$ cat src/rtl/snn_step_scheduler.sv
// Steps through T neuron blocks for each time step of a run and emits one AXI4-stream beat per captured spike vector.
// Build with SNN_SCHED_PERF_EN defined to add the stall_cycles counter port.
module snn_step_scheduler #(
    parameter int unsigned N  = 32,
    parameter int unsigned T  = 1,
    parameter int unsigned TA = (T > 1) ? $clog2(T) : 1,
    parameter int unsigned TS = 33,
    parameter int unsigned NN = (N + 7) / 8,
    parameter int unsigned NU = $clog2(TS + 1)
) (
    input  logic               clk,
    input  logic               reset,
    input  logic               run,
    input  logic [NU-1:0]      num_steps,
    output logic               busy,
    output logic               done,
    output logic               blk_start,
    output logic [TA-1:0]      blk_sel,
    output logic [NU-1:0]      blk_step,
    input  logic               blk_done,
    input  logic [N-1:0]       blk_spikes,
    output logic               m_axis_tvalid,
    input  logic               m_axis_tready,
    output logic [NN*8-1:0]    m_axis_tdata,
    output logic [NU-1:0]      m_axis_tuser,
    output logic               m_axis_tlast
`ifdef SNN_SCHED_PERF_EN
    ,
    output logic [31:0]        stall_cycles
`endif
);

    typedef enum logic [2:0] {
        IDLE,
        ISSUE,
        WAIT,
        SEND,
        FIN
    } state_t;

    localparam logic [TA-1:0] BLK_LAST = TA'(T - 1);
    localparam logic [NU-1:0] STEP_MAX = NU'(TS);

    state_t            state_q, state_d;
    logic [NU-1:0]     step_q, step_d;
    logic [TA-1:0]     blk_q, blk_d;
    logic [NU-1:0]     cnt_q, cnt_d;
    logic [NN*8-1:0]   dat_q, dat_d;
    logic              last_beat;

    // cnt_q is never zero outside IDLE/FIN, so cnt_q-1 cannot underflow where it matters.
    assign last_beat = (step_q == (cnt_q - NU'(1))) && (blk_q == BLK_LAST);

    always_comb begin
        state_d       = state_q;
        step_d        = step_q;
        blk_d         = blk_q;
        cnt_d         = cnt_q;
        dat_d         = dat_q;
        busy          = 1'b0;
        done          = 1'b0;
        blk_start     = 1'b0;
        m_axis_tvalid = 1'b0;
        case (state_q)
            IDLE: begin
                if (run) begin
                    if (num_steps == '0) begin
                        state_d = FIN;
                    end else begin
                        state_d = ISSUE;
                        cnt_d   = (num_steps > STEP_MAX) ? STEP_MAX : num_steps;
                        step_d  = '0;
                        blk_d   = '0;
                    end
                end
            end
            ISSUE: begin
                busy      = 1'b1;
                blk_start = 1'b1;
                state_d   = WAIT;
            end
            WAIT: begin
                busy = 1'b1;
                if (blk_done) begin
                    dat_d          = '0;
                    dat_d[N-1:0]   = blk_spikes;
                    state_d        = SEND;
                end
            end
            SEND: begin
                busy          = 1'b1;
                m_axis_tvalid = 1'b1;
                if (m_axis_tready) begin
                    if (last_beat) begin
                        // Park counters at zero so they never pass count-1 / T-1.
                        state_d = FIN;
                        step_d  = '0;
                        blk_d   = '0;
                    end else begin
                        state_d = ISSUE;
                        if (blk_q == BLK_LAST) begin
                            blk_d  = '0;
                            step_d = step_q + NU'(1);
                        end else begin
                            blk_d  = blk_q + TA'(1);
                        end
                    end
                end
            end
            FIN: begin
                done    = 1'b1;
                state_d = IDLE;
            end
            default: begin
                state_d = IDLE;
            end
        endcase
    end

    always_ff @(posedge clk or posedge reset) begin
        if (reset) begin
            state_q <= IDLE;
            step_q  <= '0;
            blk_q   <= '0;
            cnt_q   <= '0;
            dat_q   <= '0;
        end else begin
            state_q <= state_d;
            step_q  <= step_d;
            blk_q   <= blk_d;
            cnt_q   <= cnt_d;
            dat_q   <= dat_d;
        end
    end

    assign blk_sel      = blk_q;
    assign blk_step     = step_q;
    assign m_axis_tdata = dat_q;
    assign m_axis_tuser = step_q;
    assign m_axis_tlast = (state_q == SEND) && last_beat;

`ifdef SNN_SCHED_PERF_EN
    logic [31:0] stall_q;

    always_ff @(posedge clk or posedge reset) begin
        if (reset) begin
            stall_q <= '0;
        end else if ((state_q == IDLE) && run) begin
            stall_q <= '0;
        end else if (m_axis_tvalid && !m_axis_tready && (stall_q != 32'hFFFF_FFFF)) begin
            stall_q <= stall_q + 32'd1;
        end
    end

    assign stall_cycles = stall_q;
`endif

endmodule

$ cat config.mk
export PLATFORM = sky130hd
export DESIGN_NAME = snn_step_scheduler
export DESIGN_NICKNAME = d
export VERILOG_FILES = /design/src/rtl/snn_step_scheduler.sv
export SDC_FILE = /design/constraint.sdc
export NUM_CORES = 1
export LEC_CHECK = 0
export CAP_MARGIN = 20
export CORE_AREA = 2 2 80 82
export DETAILED_ROUTE_END_ITERATION = 6
export DIE_AREA = 0 0 82 84
export GPL_ROUTABILITY_DRIVEN = 0
export GPL_TIMING_DRIVEN = 0
export PLACE_DENSITY = 0.75
export SYNTH_ARGS = -nofsm -noshare
export SYNTH_HDL_FRONTEND = slang
export SYNTH_SLANG_ARGS = --single-unit
$ cat constraint.sdc
create_clock -name clk -period 1.99 [get_ports clk]
set_input_delay 0.398 -clock clk [delete_from_list [all_inputs] [get_ports clk]]
set_output_delay 0.398 -clock clk [all_outputs]
set_load 0.02 [all_outputs]
==> results.sh, run 1 <==
export IMPL_status="finished with violations"
export IMPL_violations="setup timing"
export IMPL_finalWirelength_um=5233
export IMPL_floorplan_initialDensity_pct=37.75
export IMPL_cts_htree_levels=2
export IMPL_detail_route_vias_per_cell=4.946
export IMPL_clock_fmax_mhz=402.6
export IMPL_fin_cells=373
export IMPL_hold_path_class="input port to async pin"
export IMPL_synthesis_instances=188
export IMPL_synth_ff_latch_count=47
export IMPL_pre_cts_slack_ns=-0.6989
export IMPL_worstSetupStartpoint="cnt_q[0]"
export IMPL_critical_path_reg2reg_startpoint="cnt_q[0]"
export IMPL_dieHeight_um=84
export IMPL_synth_mux_area_share_pct=16.10
export IMPL_synth_enable_flop_cells=0
export IMPL_net_sw_power_mw=2.324
export IMPL_ctsLongestPathBuffers=2
export IMPL_worstPathArrival_ns=2.09
export IMPL_synthesis_yosys_warnings=0
export IMPL_io_pin_count=93
export IMPL_post_synth_fa_ha_maj_area_fraction_pct=1.088
export IMPL_synthDistinctLibCells=45
export IMPL_first_iter_violations=51
export IMPL_critical_path_peak_fanout=3
export IMPL_fraction_of_final_layout_cells_with_drive_strength_greater_than_1_pct=17.91
export IMPL_grt_start_max_net_pins=29
export IMPL_swShare_pct=40.73
export IMPL_grt_antenna_before_repair=0
export IMPL_via_count_of_the_first_global_routing_pass=1833
export IMPL_wl_per_cell_um=14.03
export IMPL_flow_area_growth_from_synthesis_pct=53.72
export IMPL_critPathRequiredTime_ns=1.59
export IMPL_core_area_mm2=0.006096
export IMPL_tritoncts="done"
export IMPL_total_of_fill_cells_in_the_finished_design=519
export IMPL_report_power_total_mw=5.705
export IMPL_power_density_mw_per_mm2=1613
export IMPL_cts_num_sinks=47
export IMPL_worst_setup_hold_path_clk_slew_ns=0.09
export IMPL_power_share_sequential_pct=30.7
export IMPL_detail_route_first_pass_iterations=4
export IMPL_pwr_share_comb_pct=59.0
export IMPL_gr_total_overflow=0
export IMPL_place_port_buffers=91
export IMPL_max_slew_violation_total_from_the_final_report=0
export IMPL_yosys_most_used_dff="sky130_fd_sc_hd__dfrtp_1"
export IMPL_synth_compound_gate_area_share_pct=11.42
export IMPL_drtAntennaViolNets=0
export IMPL_post_synth_and_or_nand_nor_area_fraction_pct=12.72
export IMPL_die_w_um=82
export IMPL_dpl_hpwl_um=3870
export IMPL_gr_usage_all_layers_pct=15.56
export IMPL_final_setup_skew_ns=0.007216
export IMPL_power_ir_vdd_worst_v=0.0007398
export IMPL_synthesis_nets=233
export IMPL_setup_violations=9
export IMPL_post_place_cells=357
export IMPL_worstSetupEndpointType="output port"
export IMPL_clock_power_share_pct=10.3
export IMPL_synthXorXnorAreaFrac_pct=2.664
export IMPL_cell_internal_pwr_mw=3.381
export IMPL_final_min_period_over_clock_period_pct=124.8
export IMPL_cts_made_buffers=5
export IMPL_avgSynthCellArea_um2=12.24
export IMPL_combinational_family_with_the_most_area_after_synthesis="multiplexers"
export IMPL_drc=0
export IMPL_diodes=0
export IMPL_power_leakage_nw=1.455
export IMPL_synth_cell_area_mm2=0.002301
export IMPL_async_reset_ff_share_pct=100.0
export IMPL_timing_final_hold_violations=0
export IMPL_grt_setup_unrepaired="true"
export IMPL_top_library_cells_by_usage_in_the_layout_fill_and_taps_aside="sky130_fd_sc_hd__clkdlybuf4s50_1 (86), sky130_fd_sc_hd__dfrtp_1 (44), sky130_fd_sc_hd__mux2_1 (32)"
export IMPL_cap_viol_max_count=0
export IMPL_leading_cell_type_in_the_layout_fill_and_taps_excluded="sky130_fd_sc_hd__clkdlybuf4s50_1"
export IMPL_synth_seq_area_share_pct=51.11
export IMPL_first_pass_grt_wire_length_um=8445
export IMPL_vias=1845
export IMPL_core_rowCount=29
export IMPL_finalWorstSetupSlack_ns=-0.4937
export IMPL_timing_setup_critical_path_class="register to output port"
export IMPL_critPathLaunchType="register"
export IMPL_floorplan_die_area_mm2=0.006888
export IMPL_clk_root_buffer_cell="sky130_fd_sc_hd__clkbuf_8"
export IMPL_final_min_clock_period_ns=2.484
export IMPL_worst_skew_pair_late_latency_ns=0.30
export IMPL_layout_nets=340
cell families (layout without fill, tap and decap cells):
kind of cell	Yosys count	count (layout)
AOI/OAI and AO/OA	28	28
xor gates and xnor gates	7	7
adders and majority gates	2	2
buffers and inverters	20	128
DFF	47	47
muxes	33	33
other	1	1
and+or+nand+nor	50	50
sequential cells by signal, indices dropped and copies added (netlist names):
| register | cells |
|---|---|
| state_q | 3 |
| cnt_q | 6 |
| blk_step | 6 |
| m_axis_tdata | 32 |
worst paths after layout:
check,depth (start not counted),slack [ns],endpoint
worst max register to register,8,-0.14,state_q[2]
worst max-delay path,7,-0.49,m_axis_tlast
worst min-delay path,2,0.42,m_axis_tdata[13]
max in group asynchronous,3,1.07,blk_step[0]
min in group clk,1,0.49,m_axis_tdata[7]
worst min register to register,1,0.49,m_axis_tdata[7]
per-layer routing:
metal  GRT usage [%]  share of wire (%)  wire [um]
met4           4.545                1.1         59
met2           25.79                 48       2506
met3           3.139                6.9        363
met5               0                  0          0
met1           20.26                 44       2303
worst max-delay path: stages (launching register included):
cell                        delay (ns)
sky130_fd_sc_hd__dfrtp_1          0.41
sky130_fd_sc_hd__or3_4            0.39
sky130_fd_sc_hd__buf_6            0.14
sky130_fd_sc_hd__o31a_1           0.31
sky130_fd_sc_hd__o2111ai_4        0.23
sky130_fd_sc_hd__or2_4            0.16
sky130_fd_sc_hd__nor2_4           0.03
sky130_fd_sc_hd__buf_6            0.12
per-stage QoR:
step	hold slack, ns	area (um2)	TNS (ns)	util [%]
after floorplan	0.4647	2325	-0.04742	-
after global placement	0.4657	3332	-25.98	54.66
after detailed placement	0.4740	3352	-3.568	54.99
after CTS	0.4258	3473	-0.5838	56.98
after global routing	0.4563	3537	-2.013	58.03
final	0.4157	3537	-1.112	58.03
power by group through the flow:
stage	combinational [mW]	clock (mW)	sequential (mW)
2_1_floorplan	1.42	0	2.20
3_3_place_gp	3.11	0	1.75
3_5_place_dp	3.17	0	1.78
4_1_cts	3.24	0.602	1.75
5_1_grt	3.62	0.651	1.82
6_report	3.37	0.586	1.75
area by class of cell:
cell class,instances,area (um2),share of cell area [%]
plain buffers,14,88.84,2.511
clock buffers,6,72.57,2.052
clock inverters,2,16.27,0.4599
inverters,6,22.52,0.6367
multi-input cells,121,1064,30.07
flip-flops and latches,47,1180,33.36
well taps,77,96.34,2.724
repair buffers,100,997.2,28.19
synthesized netlist by cell type (2+ instances only):
cell type / n / area [um2]
sky130_fd_sc_hd__nand2_1: 13 / 48.80
sky130_fd_sc_hd__nor3_1: 2 / 10.01
sky130_fd_sc_hd__ha_1: 2 / 25.02
sky130_fd_sc_hd__a21oi_1: 2 / 10.01
sky130_fd_sc_hd__xnor2_1: 5 / 43.79
sky130_fd_sc_hd__mux2_1: 32 / 360.4
sky130_fd_sc_hd__a211oi_1: 2 / 15.01
sky130_fd_sc_hd__nor2_1: 10 / 37.54
sky130_fd_sc_hd__o2111ai_1: 3 / 26.28
sky130_fd_sc_hd__nor3b_1: 2 / 15.01
sky130_fd_sc_hd__inv_1: 6 / 22.52
sky130_fd_sc_hd__nand3_1: 3 / 15.01
sky130_fd_sc_hd__buf_4: 7 / 52.55
sky130_fd_sc_hd__nand2b_1: 2 / 12.51
sky130_fd_sc_hd__and3_1: 2 / 12.51
sky130_fd_sc_hd__nand3b_1: 6 / 45.04
sky130_fd_sc_hd__and2_1: 2 / 12.51
sky130_fd_sc_hd__dfrtp_1: 47 / 1176
sky130_fd_sc_hd__buf_2: 6 / 30.03
sky130_fd_sc_hd__o21ai_0: 2 / 10.01
sky130_fd_sc_hd__o21ai_1: 4 / 20.02
sky130_fd_sc_hd__xor2_1: 2 / 17.52
sky130_fd_sc_hd__o211ai_1: 4 / 30.03
repair_timing:
item	4_1_cts	5_1_grt
endpoints found under the setup margin	7	13
hold buffers	0	0
gates cloned	0	0
pin swaps	5	6
buffers inserted	4	5
resized for setup	15	10
(Power assumes the default switching activity.)
==> run 2: changes to the inputs <==
--- a/config.mk
+++ b/config.mk
@@ -6,12 +6,15 @@
 export NUM_CORES = 1
 export LEC_CHECK = 0
 export CAP_MARGIN = 20
-export CORE_AREA = 2 2 80 82
+export CELL_PAD_IN_SITES_DETAIL_PLACEMENT = 1
+export CELL_PAD_IN_SITES_GLOBAL_PLACEMENT = 1
+export CORE_AREA = 2 2 91 93
 export DETAILED_ROUTE_END_ITERATION = 6
-export DIE_AREA = 0 0 82 84
+export DIE_AREA = 0 0 93 95
 export GPL_ROUTABILITY_DRIVEN = 0
 export GPL_TIMING_DRIVEN = 0
-export PLACE_DENSITY = 0.75
+export PLACE_DENSITY_LB_ADDON = 0.1
+export SLEW_MARGIN = 30
 export SYNTH_ARGS = -nofsm -noshare
 export SYNTH_HDL_FRONTEND = slang
 export SYNTH_SLANG_ARGS = --single-unit
==> run 2 against run 1 <==
  * Sequential power is essentially flat
  * Cell area grew 2.2%
  * Cell count grew 7.5%
  * Register-to-register slack gained 0.21 ns
  * The run still ends with setup timing left
  * Combinational power grew 2%
  * Count of clock-buffer cells in the layout shrank 1
  * Largest cell class unchanged
  * Worst hold slack gained 0.051 ns
  * Non-clock buffer count is the same
  * Wire length grew 13%
  * Clock power grew 5.6%
  * Sequential share of layout area shrank 0.64 points
==> results.sh, run 2 (synthesis gave the netlist of run 1 again) <==
export IMPL_cap_viol_max_count=0
export IMPL_detail_route_first_pass_iterations=4
export IMPL_leading_cell_type_in_the_layout_fill_and_taps_excluded="sky130_fd_sc_hd__clkdlybuf4s50_1"
export IMPL_regToRegSetupSlack_ns=0.07
export IMPL_status="finished with violations"
export IMPL_core_area_mm2=0.007928
export IMPL_violations="setup timing"
export IMPL_wl_per_cell_um=14.69
export IMPL_final_min_clock_period_ns=2.404
export IMPL_cts_num_sinks=47
export IMPL_pwr_share_comb_pct=59.3
export IMPL_critical_path_peak_fanout=3
export IMPL_drtAntennaViolNets=0
export IMPL_clk_root_buffer_cell="sky130_fd_sc_hd__clkbuf_8"
export IMPL_peak_per_stage_delay_on_the_critical_path_ns=0.42
export IMPL_vias=1844
export IMPL_core_rowCount=33
export IMPL_crit_path_cell_trace="or3_4 > buf_6 > xnor2_4 > o2111ai_4 > or2_1 > nor2_4 > buf_6"
export IMPL_max_slew_violation_total_from_the_final_report=0
export IMPL_tritoncts="done"
export IMPL_power_density_mw_per_mm2=1612
export IMPL_timing_final_hold_violations=0
export IMPL_dpl_hpwl_um=4347
export IMPL_gr_usage_all_layers_pct=13.94
export IMPL_tightestPinTransition_ns=0.5460
export IMPL_post_place_cells=385
export IMPL_power_ir_vdd_worst_v=0.0006021
export IMPL_gr_total_overflow=0
export IMPL_hold_path_class="input port to async pin"
export IMPL_final_setup_skew_ns=0.008497
export IMPL_layout_nets=340
export IMPL_floorplan_initialDensity_pct=29.02
export IMPL_io_pin_count=93
export IMPL_worstSetupEndpointType="output port"
export IMPL_worstPathArrival_ns=2.01
export IMPL_worst_setup_hold_path_clk_slew_ns=0.10
export IMPL_worst_skew_pair_late_latency_ns=0.31
export IMPL_worstPathBufferInverterCount=2
export IMPL_grt_setup_unrepaired="true"
export IMPL_cts_htree_levels=2
export IMPL_floorplan_die_area_mm2=0.008835
export IMPL_swShare_pct=41.41
export IMPL_final_min_period_over_clock_period_pct=120.8
export IMPL_drc=0
export IMPL_top_library_cells_by_usage_in_the_layout_fill_and_taps_aside="sky130_fd_sc_hd__clkdlybuf4s50_1 (86), sky130_fd_sc_hd__dfrtp_1 (42), sky130_fd_sc_hd__mux2_1 (32)"
export IMPL_flow_area_growth_from_synthesis_pct=57.04
export IMPL_cpLargestDelayFamily="simple AND/OR/NAND/NOR gates"
export IMPL_clock_power_share_pct=10.6
export IMPL_max_slew_margin_pct=63.47
export IMPL_setup_violations=1
export IMPL_cell_internal_pwr_mw=3.413
export IMPL_dieHeight_um=95
export IMPL_finalWirelength_um=5890
export IMPL_timing_setup_critical_path_class="register to output port"
export IMPL_critical_path_slowest_cell="sky130_fd_sc_hd__or3_4"
export IMPL_cts_made_buffers=5
export IMPL_largest_register_ff_count=32
export IMPL_power_share_sequential_pct=30.1
export IMPL_first_iter_violations=57
export IMPL_ctsLongestPathBuffers=2
export IMPL_hold_bufs_at_cts=0
export IMPL_pre_cts_slack_ns=-0.7689
export IMPL_die_w_um=93
export IMPL_finalWorstSetupSlack_ns=-0.4139
export IMPL_clock_fmax_mhz=416.0
export IMPL_first_pass_grt_wire_length_um=9508
export IMPL_place_port_buffers=91
export IMPL_via_count_of_the_first_global_routing_pass=1834
export IMPL_power_leakage_nw=1.464
export IMPL_fraction_of_final_layout_cells_with_drive_strength_greater_than_1_pct=20.27
export IMPL_diodes=0
export IMPL_grt_start_max_net_pins=48
export IMPL_net_sw_power_mw=2.413
export IMPL_worst_path_most_repeated_cell="sky130_fd_sc_hd__buf_6"
export IMPL_grt_antenna_before_repair=0
export IMPL_critPathRequiredTime_ns=1.59
export IMPL_fin_cells=401
export IMPL_critPathLaunchType="register"
export IMPL_detail_route_vias_per_cell=4.599
==> run 2: changes by cell type in the layout (fill, tap and decap cells not counted), moves of 2 or more <==
cell | previous run | this run
sky130_fd_sc_hd__dfrtp_1 | 44 | 42
sky130_fd_sc_hd__buf_2 | 5 | 3
sky130_fd_sc_hd__buf_4 | 13 | 16
sky130_fd_sc_hd__clkbuf_1 | 2 | 0
sky130_fd_sc_hd__dfrtp_2 | 3 | 5
sky130_fd_sc_hd__inv_4 | 0 | 2
==> run 2: worst paths after layout <==
path,depth (start not counted),from,to
min in group clk,1,m_axis_tdata[14],m_axis_tdata[14]
setup / recovery,7,cnt_q[1],m_axis_tlast
hold reg to reg,1,m_axis_tdata[14],m_axis_tdata[14]
max in group asynchronous,3,reset,blk_step[5]
hold / removal,3,reset,m_axis_tdata[4]
setup reg to reg,6,cnt_q[1],blk_step[3]
==> run 2: layer usage <==
metal  global-route usage, %  share of wire (%)
met5                       0                  0
met4                   4.412                1.4
met3                   3.671                5.9
met2                   22.58                 48
met1                   18.28                 45
==> run 2: layout make-up <==
type	instances	area [um2]
Fill cell	865	4314
Sequential cell	47	1182
Multi-Input combinational cell	121	1082
Timing Repair Buffer	101	1008
Tap cell	105	131.4
Buffer	13	90.09
Clock buffer	5	68.82
Inverter	6	27.53
Clock inverter	3	22.52
==> run 2: through the flow <==
step | hold slack (ns) | TNS [ns] | area (um2) | power [mW] | utilization, %
after floorplan | 0.4647 | -0.04742 | 2325 | 3.621 | -
after global placement | 0.4663 | -34.38 | 3367 | 4.936 | 42.47
after detailed placement | 0.4738 | -4.865 | 3397 | 4.997 | 42.85
after CTS | 0.4842 | -0.5619 | 3537 | 5.725 | 44.62
after global routing | 0.4747 | -0.5740 | 3613 | 6.251 | 45.58
final | 0.4669 | -0.4139 | 3613 | 5.826 | 45.58
==> run 2: worst min-delay path, delay by kind of cell <==
| kind | cells | cell delay, ns |
|---|---|---|
| buffers and inverters | 3 | 0.76 |
==> run 2: repair_timing <==
action                                  in CTS  in global routing
pin swaps                                    6                  7
gates resized for setup                     18                 19
endpoints found under the setup margin       8                 43
setup buffers                                5                  4
==> run 2: power by group through the flow <==
stage                     Combinational [mW]  Sequential [mW]  Clock [mW]
after global placement                  3.17             1.76           0
after detailed placement                3.21             1.79           0
after CTS                               3.33             1.76       0.643
after floorplan                         1.42             2.20           0
after global routing                    3.72             1.84       0.687
final                                   3.45             1.75       0.619
==> run 3: changes to the inputs <==
==> constraint.sdc (replaced) <==
create_clock -name clk -period 1.99 [get_ports clk]
set_input_delay 0.398 -clock clk [delete_from_list [all_inputs] [get_ports clk]]
set_output_delay 0.398 -clock clk [all_outputs]
set_load 0.1 [all_outputs]
==> run 3 against run 2 <==
  * The flow still finishes with violations (setup timing)
  * Die area is the same
  * Clock skew grew 0.0012 ns
  * Non-clock buffer count shrank 1
  * Critical path depth shrank 1
  * Via count shrank 2.2%
  * Cell area grew 0.21%
  * Cell count shrank 0.25%
  * Worst hold slack gained 0.017 ns
  * Core utilization grew 0.095 points
  * Largest cell class unchanged
==> results.sh, run 3 (synthesis gave the netlist of run 1 again) <==
export IMPL_die_w_um=93
export IMPL_critPathRequiredTime_ns=1.59
export IMPL_wl_per_cell_um=14.32
export IMPL_detail_route_first_pass_iterations=4
export IMPL_tritoncts="done"
export IMPL_worstPathArrival_ns=2.08
export IMPL_first_pass_grt_wire_length_um=9535
export IMPL_timing_setup_critical_path_class="register to output port"
export IMPL_dpl_hpwl_um=4321
export IMPL_peak_per_stage_delay_on_the_critical_path_ns=0.42
export IMPL_worstSetupEndpointType="output port"
export IMPL_largest_register_ff_count=32
export IMPL_grt_antenna_before_repair=0
export IMPL_whs_ns=0.4834
export IMPL_r2r_worst_path_cells=7
export IMPL_hold_path_class="register to register"
export IMPL_final_setup_skew_ns=0.009695
export IMPL_flow_area_growth_from_synthesis_pct=57.37
export IMPL_timing_final_hold_violations=0
export IMPL_place_port_buffers=91
export IMPL_worst_setup_hold_path_clk_slew_ns=0.09
export IMPL_io_pin_count=93
export IMPL_vias=1804
export IMPL_diodes=0
export IMPL_finalWorstSetupSlack_ns=-0.4902
export IMPL_clock_fmax_mhz=403.2
export IMPL_top_library_cells_by_usage_in_the_layout_fill_and_taps_aside="sky130_fd_sc_hd__clkdlybuf4s50_1 (42), sky130_fd_sc_hd__dfrtp_1 (41), sky130_fd_sc_hd__mux2_1 (32)"
export IMPL_final_min_clock_period_ns=2.480
export IMPL_finalWirelength_um=5728
export IMPL_floorplan_initialDensity_pct=29.02
export IMPL_cts_htree_levels=2
export IMPL_drc=0
export IMPL_critical_path_slowest_cell="sky130_fd_sc_hd__dfrtp_1"
export IMPL_max_slew_margin_pct=34.05
export IMPL_cap_viol_max_count=0
export IMPL_via_count_of_the_first_global_routing_pass=1814
export IMPL_critical_path_reg2reg_startpoint="cnt_q[0]"
export IMPL_gr_total_overflow=0
export IMPL_tightestPinTransition_ns=0.9931
export IMPL_detail_route_vias_per_cell=4.510
export IMPL_first_iter_violations=70
export IMPL_core_area_mm2=0.007928
export IMPL_pre_cts_slack_ns=-1.310
export IMPL_worstSetupStartpoint="cnt_q[0]"
export IMPL_layout_nets=339
export IMPL_fraction_of_final_layout_cells_with_drive_strength_greater_than_1_pct=26.10
export IMPL_cts_made_buffers=5
export IMPL_floorplan_die_area_mm2=0.008835
export IMPL_drtAntennaViolNets=0
export IMPL_gr_usage_all_layers_pct=13.86
export IMPL_setup_tns_final_ns=-0.5643
export IMPL_total_of_fill_cells_in_the_finished_design=866
export IMPL_grt_setup_unrepaired="true"
export IMPL_leading_cell_type_in_the_layout_fill_and_taps_excluded="sky130_fd_sc_hd__clkdlybuf4s50_1"
export IMPL_ctsLongestPathBuffers=2
export IMPL_regToRegSetupSlack_ns=-0.04
export IMPL_violations="setup timing"
export IMPL_final_min_period_over_clock_period_pct=124.6
export IMPL_crit_path_cell_trace="or3_4 > nor4_4 > o2111ai_4 > or2_1 > nor2_4 > buf_12"
export IMPL_hold_bufs_at_cts=0
export IMPL_max_slew_violation_total_from_the_final_report=0
export IMPL_critical_path_peak_fanout=3
export IMPL_grt_start_max_net_pins=48
export IMPL_cts_num_sinks=47
export IMPL_dieHeight_um=95
export IMPL_critPathLaunchType="register"
export IMPL_clk_root_buffer_cell="sky130_fd_sc_hd__clkbuf_8"
export IMPL_worst_skew_pair_late_latency_ns=0.30
export IMPL_timing_critical_path_to="m_axis_tlast"
export IMPL_status="finished with violations"
export IMPL_core_rowCount=33
export IMPL_crit_reg2reg_capture="state_q[2]"
export IMPL_setup_violations=5
-- run 3: worst min-delay path by stage --
| stage | startpoint | end | slack, ns | depth (start not counted) |
|---|---|---|---|---|
| 2_1_floorplan | num_steps[5] | cnt_q[5] | 0.50 | 2 |
| 3_3_place_gp | m_axis_tdata[22] | m_axis_tdata[22] | 0.47 | 1 |
| 3_5_place_dp | m_axis_tdata[29] | m_axis_tdata[29] | 0.47 | 1 |
| 4_1_cts | m_axis_tdata[29] | m_axis_tdata[29] | 0.49 | 1 |
| 5_1_grt | m_axis_tdata[20] | m_axis_tdata[20] | 0.51 | 1 |
| 6_report | m_axis_tdata[29] | m_axis_tdata[29] | 0.48 | 1 |
-- run 3: layout make-up --
cell class / count / area [um2] / area share [%]
well taps: 105 / 131.4 / 3.628
multi-input cells: 121 / 1114 / 30.75
repair buffers: 99 / 949.7 / 26.23
inverters: 6 / 28.78 / 0.7947
clock inverters: 1 / 7.507 / 0.2073
clock buffers: 7 / 96.34 / 2.661
plain buffers: 14 / 105.1 / 2.903
flip-flops and latches: 47 / 1189 / 32.83
-- run 3: worst max-delay path, delay by kind of cell, from the launching register on --
kind / cells / cell delay, ns
and+or+nand+nor: 4 / 1.03
AOI/OAI and AO/OA: 1 / 0.15
buffers and inverters: 1 / 0.18
DFF: 1 / 0.42
-- run 3: what timing repair did --
item / 4_1_cts / 5_1_grt
setup endpoints to repair: 52 / 10
setup buffers: 3 / 5
endpoints found under the hold margin: 0 / 0
pin swaps: 7 / 4
gates resized for setup: 104 / 6
-- run 3: metrics by stage --
| stage | cells | util (%) | area [um2] |
|---|---|---|---|
| 3_5_place_dp | 384 | 43.51 | 3450 |
| 2_1_floorplan | 188 | - | 2405 |
| 4_1_cts | 395 | 45.28 | 3590 |
| 5_1_grt | 400 | 45.68 | 3621 |
| 6_report | 400 | 45.68 | 3621 |
| 3_3_place_gp | 384 | 43.48 | 3447 |
-- run 3: metal layers --
layer  vias to the layer above  routed length [um]  track usage, %
li1                        876                   -               -
met1                       874                2585           18.14
met2                        47                2811           23.19
met3                         7                 286           3.671
met4                         0                  44           2.941
met5                         -                   0               0
Power of run 3 is left out: the tool's default activity adds up to more than one toggle a clock period on the data nets, which glitch-free logic cannot reach.
